**src/rtl/btn_evt_pkg.sv**
```systemverilog
// rtl/btn_evt_pkg.sv - event codes, hold FSM states and helpers shared by the button event controller
package btn_evt_pkg;

  localparam int TYPE_W = 2;
  localparam int IDX_W  = 3;
  localparam int CODE_W = TYPE_W + IDX_W;

  typedef enum logic [TYPE_W-1:0] {
    EVT_PRESS   = 2'b00,
    EVT_RELEASE = 2'b01,
    EVT_LONG    = 2'b10,
    EVT_REPEAT  = 2'b11
  } evt_type_e;

  typedef enum logic [1:0] {
    ST_IDLE,
    ST_PRESSED,
    ST_REPEAT,
    ST_WAIT_REL
  } hold_state_e;

  // Index of the lowest set bit; 0 when the vector is empty.
  function automatic logic [IDX_W-1:0] lowest_idx(input logic [7:0] v);
    logic [IDX_W-1:0] r;
    r = '0;
    for (int i = 7; i >= 0; i--) begin
      if (v[i]) r = IDX_W'(i);
    end
    return r;
  endfunction

endpackage

```
**src/rtl/btn_event_ctrl_if.sv**
```systemverilog
// rtl/btn_event_ctrl_if.sv - event stream handshake between the controller and its consumer
interface btn_event_ctrl_if;

  logic                          evt_valid;
  logic                          evt_ready;
  logic [btn_evt_pkg::CODE_W-1:0] evt_code;

  modport master (output evt_valid, output evt_code, input evt_ready);
  modport slave  (input evt_valid, input evt_code, output evt_ready);

endinterface

```
**src/rtl/evt_fifo.sv**
```systemverilog
// rtl/evt_fifo.sv - synchronous FIFO, push/full on the write side, valid/ready on the read side
module evt_fifo #(
  parameter int W     = 5,
  parameter int DEPTH = 4
) (
  input  logic         clk,
  input  logic         rst_n,
  input  logic         push,
  input  logic [W-1:0] wdata,
  output logic         full,
  output logic         rd_valid,
  input  logic         rd_ready,
  output logic [W-1:0] rd_data
);

  localparam int AW = $clog2(DEPTH);

  logic [W-1:0] mem [DEPTH];
  logic [AW:0]  wr_ptr;
  logic [AW:0]  rd_ptr;
  logic         pop;
  logic         wr_en;

  assign full     = (wr_ptr[AW] != rd_ptr[AW]) && (wr_ptr[AW-1:0] == rd_ptr[AW-1:0]);
  assign rd_valid = (wr_ptr != rd_ptr);
  assign pop      = rd_valid && rd_ready;
  assign wr_en    = push && (!full || pop);
  // Empty FIFO presents code 0 so the output is defined straight out of reset.
  assign rd_data  = rd_valid ? mem[rd_ptr[AW-1:0]] : '0;

  always_ff @(posedge clk or negedge rst_n) begin
    if (!rst_n) begin
      wr_ptr <= '0;
      rd_ptr <= '0;
    end else begin
      if (wr_en) wr_ptr <= wr_ptr + 1'b1;
      if (pop)   rd_ptr <= rd_ptr + 1'b1;
    end
  end

  always_ff @(posedge clk) begin
    if (wr_en) mem[wr_ptr[AW-1:0]] <= wdata;
  end

endmodule

```
**src/rtl/btn_event_ctrl.sv**
```systemverilog
// rtl/btn_event_ctrl.sv - button edge/long/repeat event generator with event FIFO; BTN_AUTO_REPEAT_EN enables REPEAT events
module btn_event_ctrl
  import btn_evt_pkg::*;
#(
  parameter int NBTN       = 5,
  parameter int HOLD_CYC   = 50_000_000,
  parameter int REPEAT_CYC = 10_000_000,
  parameter int FIFO_DEPTH = 4
) (
  input  logic                 clk,
  input  logic                 rst_n,
  input  logic [NBTN-1:0]      btn_level,
  input  logic                 ovf_clr,
  output logic                 ovf,
  btn_event_ctrl_if.master     evt
);

  localparam logic [31:0] HOLD_LAST = 32'(HOLD_CYC - 1);
  localparam logic [31:0] REP_LAST  = 32'(REPEAT_CYC - 1);

  logic [7:0]        lvl, prev, rise, fall;
  logic [7:0]        press_pend, rel_pend;
  logic [7:0]        press_sel, rel_sel, press_clr, rel_clr;
  logic              hold_pend, hold_sel, hold_clr;
  evt_type_e         hold_type;
  logic [IDX_W-1:0]  hold_idx;

  hold_state_e       state, state_nx;
  logic [31:0]       cnt, cnt_nx;
  logic [IDX_W-1:0]  trk, trk_nx;
  logic              fire;
  evt_type_e         fire_type;

  logic              sel_valid;
  logic [CODE_W-1:0] sel_code;
  logic              push, pop, full, lost;

  assign lvl  = 8'(btn_level);
  assign rise = lvl & ~prev;
  assign fall = ~lvl & prev;

  always_comb begin
    sel_valid = 1'b0;
    sel_code  = '0;
    hold_sel  = 1'b0;
    press_sel = '0;
    rel_sel   = '0;
    if (hold_pend) begin
      sel_valid = 1'b1;
      hold_sel  = 1'b1;
      sel_code  = {hold_type, hold_idx};
    end else if (|rel_pend) begin
      sel_valid = 1'b1;
      rel_sel   = 8'b1 << lowest_idx(rel_pend);
      sel_code  = {EVT_RELEASE, lowest_idx(rel_pend)};
    end else if (|press_pend) begin
      sel_valid = 1'b1;
      press_sel = 8'b1 << lowest_idx(press_pend);
      sel_code  = {EVT_PRESS, lowest_idx(press_pend)};
    end
  end

  assign pop       = evt.evt_valid && evt.evt_ready;
  assign push      = sel_valid && (!full || pop);
  assign press_clr = push ? press_sel : '0;
  assign rel_clr   = push ? rel_sel : '0;
  assign hold_clr  = push && hold_sel;

  // A pend bit that is being pushed this cycle is free to take a new edge without loss.
  assign lost = (|(rise & press_pend & ~press_clr)) ||
                (|(fall & rel_pend & ~rel_clr)) ||
                (fire && hold_pend && !hold_clr);

  always_comb begin
    state_nx  = state;
    cnt_nx    = cnt;
    trk_nx    = trk;
    fire      = 1'b0;
    fire_type = EVT_LONG;
    case (state)
      ST_IDLE: begin
        if (|lvl) begin
          trk_nx   = lowest_idx(lvl);
          cnt_nx   = '0;
          state_nx = ST_PRESSED;
        end
      end
      ST_PRESSED: begin
        if (!lvl[trk]) begin
          state_nx = ST_IDLE;
        end else if (cnt == HOLD_LAST) begin
          fire      = 1'b1;
          fire_type = EVT_LONG;
          cnt_nx    = '0;
`ifdef BTN_AUTO_REPEAT_EN
          state_nx  = ST_REPEAT;
`else
          state_nx  = ST_WAIT_REL;
`endif
        end else begin
          cnt_nx = cnt + 32'd1;
        end
      end
      ST_REPEAT: begin
        if (!lvl[trk]) begin
          state_nx = ST_IDLE;
        end else if (cnt == REP_LAST) begin
          fire      = 1'b1;
          fire_type = EVT_REPEAT;
          cnt_nx    = '0;
        end else begin
          cnt_nx = cnt + 32'd1;
        end
      end
      ST_WAIT_REL: begin
        if (!lvl[trk]) state_nx = ST_IDLE;
      end
      default: state_nx = ST_IDLE;
    endcase
  end

  always_ff @(posedge clk or negedge rst_n) begin
    if (!rst_n) begin
      state <= ST_IDLE;
      cnt   <= '0;
      trk   <= '0;
    end else begin
      state <= state_nx;
      cnt   <= cnt_nx;
      trk   <= trk_nx;
    end
  end

  always_ff @(posedge clk or negedge rst_n) begin
    if (!rst_n) begin
      prev       <= '0;
      press_pend <= '0;
      rel_pend   <= '0;
      hold_pend  <= 1'b0;
      hold_type  <= EVT_PRESS;
      hold_idx   <= '0;
      ovf        <= 1'b0;
    end else begin
      prev       <= lvl;
      press_pend <= (press_pend & ~press_clr) | rise;
      rel_pend   <= (rel_pend & ~rel_clr) | fall;
      if (fire && !(hold_pend && !hold_clr)) begin
        hold_pend <= 1'b1;
        hold_type <= fire_type;
        hold_idx  <= trk;
      end else if (hold_clr) begin
        hold_pend <= 1'b0;
      end
      if (ovf_clr)   ovf <= 1'b0;
      else if (lost) ovf <= 1'b1;
    end
  end

  evt_fifo #(
    .W     (CODE_W),
    .DEPTH (FIFO_DEPTH)
  ) u_fifo (
    .clk      (clk),
    .rst_n    (rst_n),
    .push     (push),
    .wdata    (sel_code),
    .full     (full),
    .rd_valid (evt.evt_valid),
    .rd_ready (evt.evt_ready),
    .rd_data  (evt.evt_code)
  );

endmodule

```
**src/flat_wrapper.sv**
```systemverilog
// flat-port wrapper written by rule: the top's interface ports become plain ports
module btn_event_ctrl_flat import btn_evt_pkg::*;
#(
  parameter int NBTN       = 5,
  parameter int HOLD_CYC   = 50_000_000,
  parameter int REPEAT_CYC = 10_000_000,
  parameter int FIFO_DEPTH = 4
)
  (clk, rst_n, btn_level, ovf_clr, ovf, evt_evt_valid, evt_evt_code, evt_evt_ready);
  btn_event_ctrl_if evt_i ();
  input  logic clk;
  input  logic rst_n;
  input  logic [NBTN-1:0] btn_level;
  input  logic ovf_clr;
  output logic ovf;
  output wire logic [$bits(evt_i.evt_valid)-1:0] evt_evt_valid;
  output wire logic [$bits(evt_i.evt_code)-1:0] evt_evt_code;
  input wire logic [$bits(evt_i.evt_ready)-1:0] evt_evt_ready;
  assign evt_evt_valid = evt_i.evt_valid;
  assign evt_evt_code = evt_i.evt_code;
  assign evt_i.evt_ready = evt_evt_ready;
  btn_event_ctrl #(.NBTN(NBTN), .HOLD_CYC(HOLD_CYC), .REPEAT_CYC(REPEAT_CYC), .FIFO_DEPTH(FIFO_DEPTH)) u_core (.clk(clk), .rst_n(rst_n), .btn_level(btn_level), .ovf_clr(ovf_clr), .ovf(ovf), .evt(evt_i));
endmodule
```
**config.mk**
```make
export PLATFORM = sky130hd
export DESIGN_NAME = btn_event_ctrl_flat
export DESIGN_NICKNAME = d
export VERILOG_FILES = /design/src/rtl/btn_evt_pkg.sv /design/src/rtl/btn_event_ctrl_if.sv /design/src/rtl/evt_fifo.sv /design/src/rtl/btn_event_ctrl.sv /design/src/flat_wrapper.sv
export SDC_FILE = /design/constraint.sdc
export NUM_CORES = 1
export LEC_CHECK = 0
export CAP_MARGIN = 5
export CORE_MARGIN = 3
export CORE_UTILIZATION = 50
export CTS_CLUSTER_DIAMETER = 80
export DETAILED_ROUTE_END_ITERATION = 7
export DONT_BUFFER_PORTS = 1
export SLEW_MARGIN = 20
export SYNTH_ARGS = -nofsm -noshare
export SYNTH_HDL_FRONTEND = slang
export SYNTH_SLANG_ARGS = --single-unit
export TNS_END_PERCENT = 1
```
**constraint.sdc**
```tcl
create_clock -name clk -period 5.85 [get_ports clk]
set_clock_uncertainty 0.05 [all_clocks]
set_input_delay 0.585 -clock clk [delete_from_list [all_inputs] [get_ports clk]]
set_output_delay 0.585 -clock clk [all_outputs]
set_load 0.005 [all_outputs]
```
==> reports/qor.yml <==
outcome: "completed"
pwr_density_cell_nw_per_um2: 389
overflow: 0
num_antenna_cells: 0
cts_max_level: 3
syn_to_final_growth_pct: 7.18
clkTransAtPathRegs_ns: 0.10
dr.pass1.iters: 5
core-area_um2: 9280
endpoint_kind: "register"
grtUsageTotal: 0.194
relSlewSlack: 0.355
use_met2: 0.330
synthDistinctLibCells: 61
hold_viol_final: 0
cts_tree: "built"
path_max_fanout: 26
ys_seq_area_frac: 0.496
boundaryPins: 16
post-cts-setup-buffers: 0
worst_path_max_delay_cell: "and2_1"
path_depth: 6
yosysTopAreaCellShare: 0.371
remaining_drc_errors: 0
startpoint: "u_core.cnt[7]$_DFFE_PN0P_"
numCtsBuffers: 9
hpwl_um: 7190
gr-usage-met1: 0.256
max_stage_delay_ns: 0.79
postSynthCellCount: 470
vdd_ir_drop_max_mv: 0.174
synth_area_um2: 4790
root_buffer: "clkbuf_8"
crit_buf_inv: 0
ys.warnings.count: 0
antenna_found_initial: 0
drt_iter0_drc: 191
finalCritPeriodShare: 0.557
seq_area_um2: 2380
crit_type: "register to register"
grt_pass1_vias: 3432
die_w_um: 104
place_congestion: 0.868
vias: 3494
dieArea_um2: 10800
cap_violations: 0
synth-edff-count: 20
async_reset_ff_frac: 0.780
syn-num-nets: 489
busiest_layer: "met2"
ant_nets: 0
setup_viol: 0
routed_via_density: 5.80
multi_input_area_um2: 2260
fin_hold_ws_ns: 0.0418
syn_avg_cell_area_um2: 10.2
hp-class: "input port to asynchronous set/reset pin"
final_nets: 487
tightest_slew_ns: 0.968
avgRoutedWirePerCell_um: 16.6
timing.fmax_mhz: 307
ys_seq_elements: 91
path_cells: "or4b_1 > or4_4 > o31a_1 > o21ai_4 > and2_1 > and3b_1"
use_met3: 0.0379
p_leak_nw: 1.98
ys_top_cells_by_area: "dfrtp_1 37%, edfxtp_1 13%, nor2_1 4.0%, xnor2_1 3.3%, nor4_1 2.7%"
clockBufferDepth: 2
layout-drive-gt1-share: 0.0825
clock_sinks: 91
start_util: 0.516
fill_cells: 852
grt_pass1_wl_um: 17100
drt-total-wl_um: 10000
drv_slew: 0
grt_max_degree: 72
cts-resized-gates: 0
cp.arrival_ns: 3.45
start_kind: "register"
cp_top_family: "simple AND/OR/NAND/NOR gates"
ff2ff_path_depth: 6
synth_top_area_cell: "dfrtp_1"
rsz0062_at_grt: "no"
portBuffers: 0
placementRows: 35
setup-tns-final_ns: 0
clk_latency_ns: 0.35
period_needed_ns: 3.26
required_ns: 6.04
rr_startpoint: "u_core.cnt[7]$_DFFE_PN0P_"
die_y_um: 104
ys.flop_type: "dfrtp_1"
==> per-layer routing <==
metal | up-vias | share of wire
met5 | - | 0
met4 | 0 | 0.013
met3 | 12 | 0.021
met2 | 40 | 0.50
met1 | 1724 | 0.46
li1 | 1718 | -
==> layout by cell type (no fill, tap or decap), drive strengths merged, types with 15 or more instances in the layout <==
master | synthesis | layout
nand3 | 18 | 18
inv | 21 | 23
o21ai | 17 | 17
nor3 | 25 | 25
dfrtp | 71 | 71
nor4 | 21 | 21
nand2 | 33 | 33
nand4 | 15 | 15
nor2 | 51 | 51
edfxtp | 20 | 20
xnor2 | 18 | 18
==> worst paths after layout <==
kind / endpoint / slack, ns
max in group asynchronous: u_core.cnt[7]$_DFFE_PN0P_ / 5.40
min: u_core.press_pend[7]$_DFF_PN0_ / 0.04
max reg2reg: u_core.cnt[11]$_DFFE_PN0P_ / 2.59
min in group clk: u_core.prev[2]$_DFF_PN0_ / 0.20
min reg2reg: u_core.hold_type[1]$_DFFE_PN0P_ / 0.42
max: u_core.cnt[11]$_DFFE_PN0P_ / 2.59
==> cells in the mapped netlist, drive strengths merged, types with 2 or more instances <==
| cell | instances |
|---|---|
| a21boi | 2 |
| nand3b | 5 |
| nor4bb | 4 |
| mux4 | 5 |
| xor2 | 9 |
| edfxtp | 20 |
| mux2 | 8 |
| and4 | 4 |
| nand2b | 5 |
| and2 | 12 |
| o21a | 2 |
| nor2b | 4 |
| o31ai | 6 |
| nor3b | 2 |
| or2 | 5 |
| clkbuf | 13 |
| a31oi | 2 |
| a22o | 5 |
| a21o | 3 |
| o21ai | 17 |
| or4 | 3 |
| mux2i | 2 |
| ha | 10 |
| nand3 | 18 |
| a21oi | 13 |
| o2bb2ai | 2 |
| or3 | 5 |
| o31a | 4 |
| buf | 3 |
| nand2 | 33 |
| inv | 21 |
| nor2 | 51 |
| nand4b | 3 |
| nor4 | 21 |
| nand4 | 15 |
| nor3 | 25 |
| dfrtp | 71 |
| xnor2 | 18 |
==> final cells by class <==
| cell class | count | share of cell area |
|---|---|---|
| Multi-Input combinational cell | 342 | 0.439 |
| Sequential cell | 91 | 0.463 |
| Tap cell | 129 | 0.0314 |
| Timing Repair Buffer | 3 | 0.00828 |
| Clock inverter | 7 | 0.0192 |
| Clock buffer | 9 | 0.0241 |
| Inverter | 21 | 0.0153 |
==> cells by family after synthesis <==
| kind of cell | Yosys count | synth area share |
|---|---|---|
| AO/OA/AOI/OAI | 72 | 0.107 |
| XOR/XNOR | 27 | 0.0493 |
| adder cells (fa/ha/maj) | 10 | 0.0261 |
| buffers and inverters | 37 | 0.0337 |
| flip-flops | 91 | 0.496 |
| multiplexers | 15 | 0.0465 |
| AND/OR/NAND/NOR | 218 | 0.242 |
==> worst register-to-register path, delay by kind of cell, from the launching register on <==
kind | cells | cell delay, ns
DFF | 1 | 0.44
AOI/OAI and AO/OA | 2 | 0.58
and+or+nand+nor | 4 | 2.09
==> state kept, by name, summed over array words and instances, names as in the netlist <==
name / flops
u_core.u_fifo.mem: 20
u_core.trk: 3
u_core.hold_pend: 1
u_core.hold_idx: 3
u_core.cnt: 32
u_core.rel_pend: 8
u_core.hold_type: 2
u_core.u_fifo.wr_ptr: 3
u_core.state: 2
u_core.prev: 5
u_core.press_pend: 8
u_core.ovf: 1
u_core.u_fifo.rd_ptr: 3
==> metrics by stage <==
stage	util	total power, mW	cells	worst slack, ns	cell area, um^2
floorplan	-	1.42	470	3.31	4790
global placement	0.527	1.52	585	2.63	4890
detailed placement	0.527	1.54	585	2.57	4890
CTS	0.554	2.03	602	2.57	5140
global route	0.554	2.15	602	2.41	5140
finish	0.554	2.00	602	2.59	5140
==> repair_timing <==
item / in CTS / in global routing
endpoints found under the hold margin: 71 / 0
hold buffers: 1 / 0
setup endpoints to repair: 0 / 0
==> report_power, final <==
part	leakage [nW]	switching, mW	internal (mW)
Sequential	1.10	0.0989	0.778
Combinational	0.768	0.396	0.254
Clock	0.110	0.231	0.244
No activity file was read; power rests on OpenSTA's default activity.
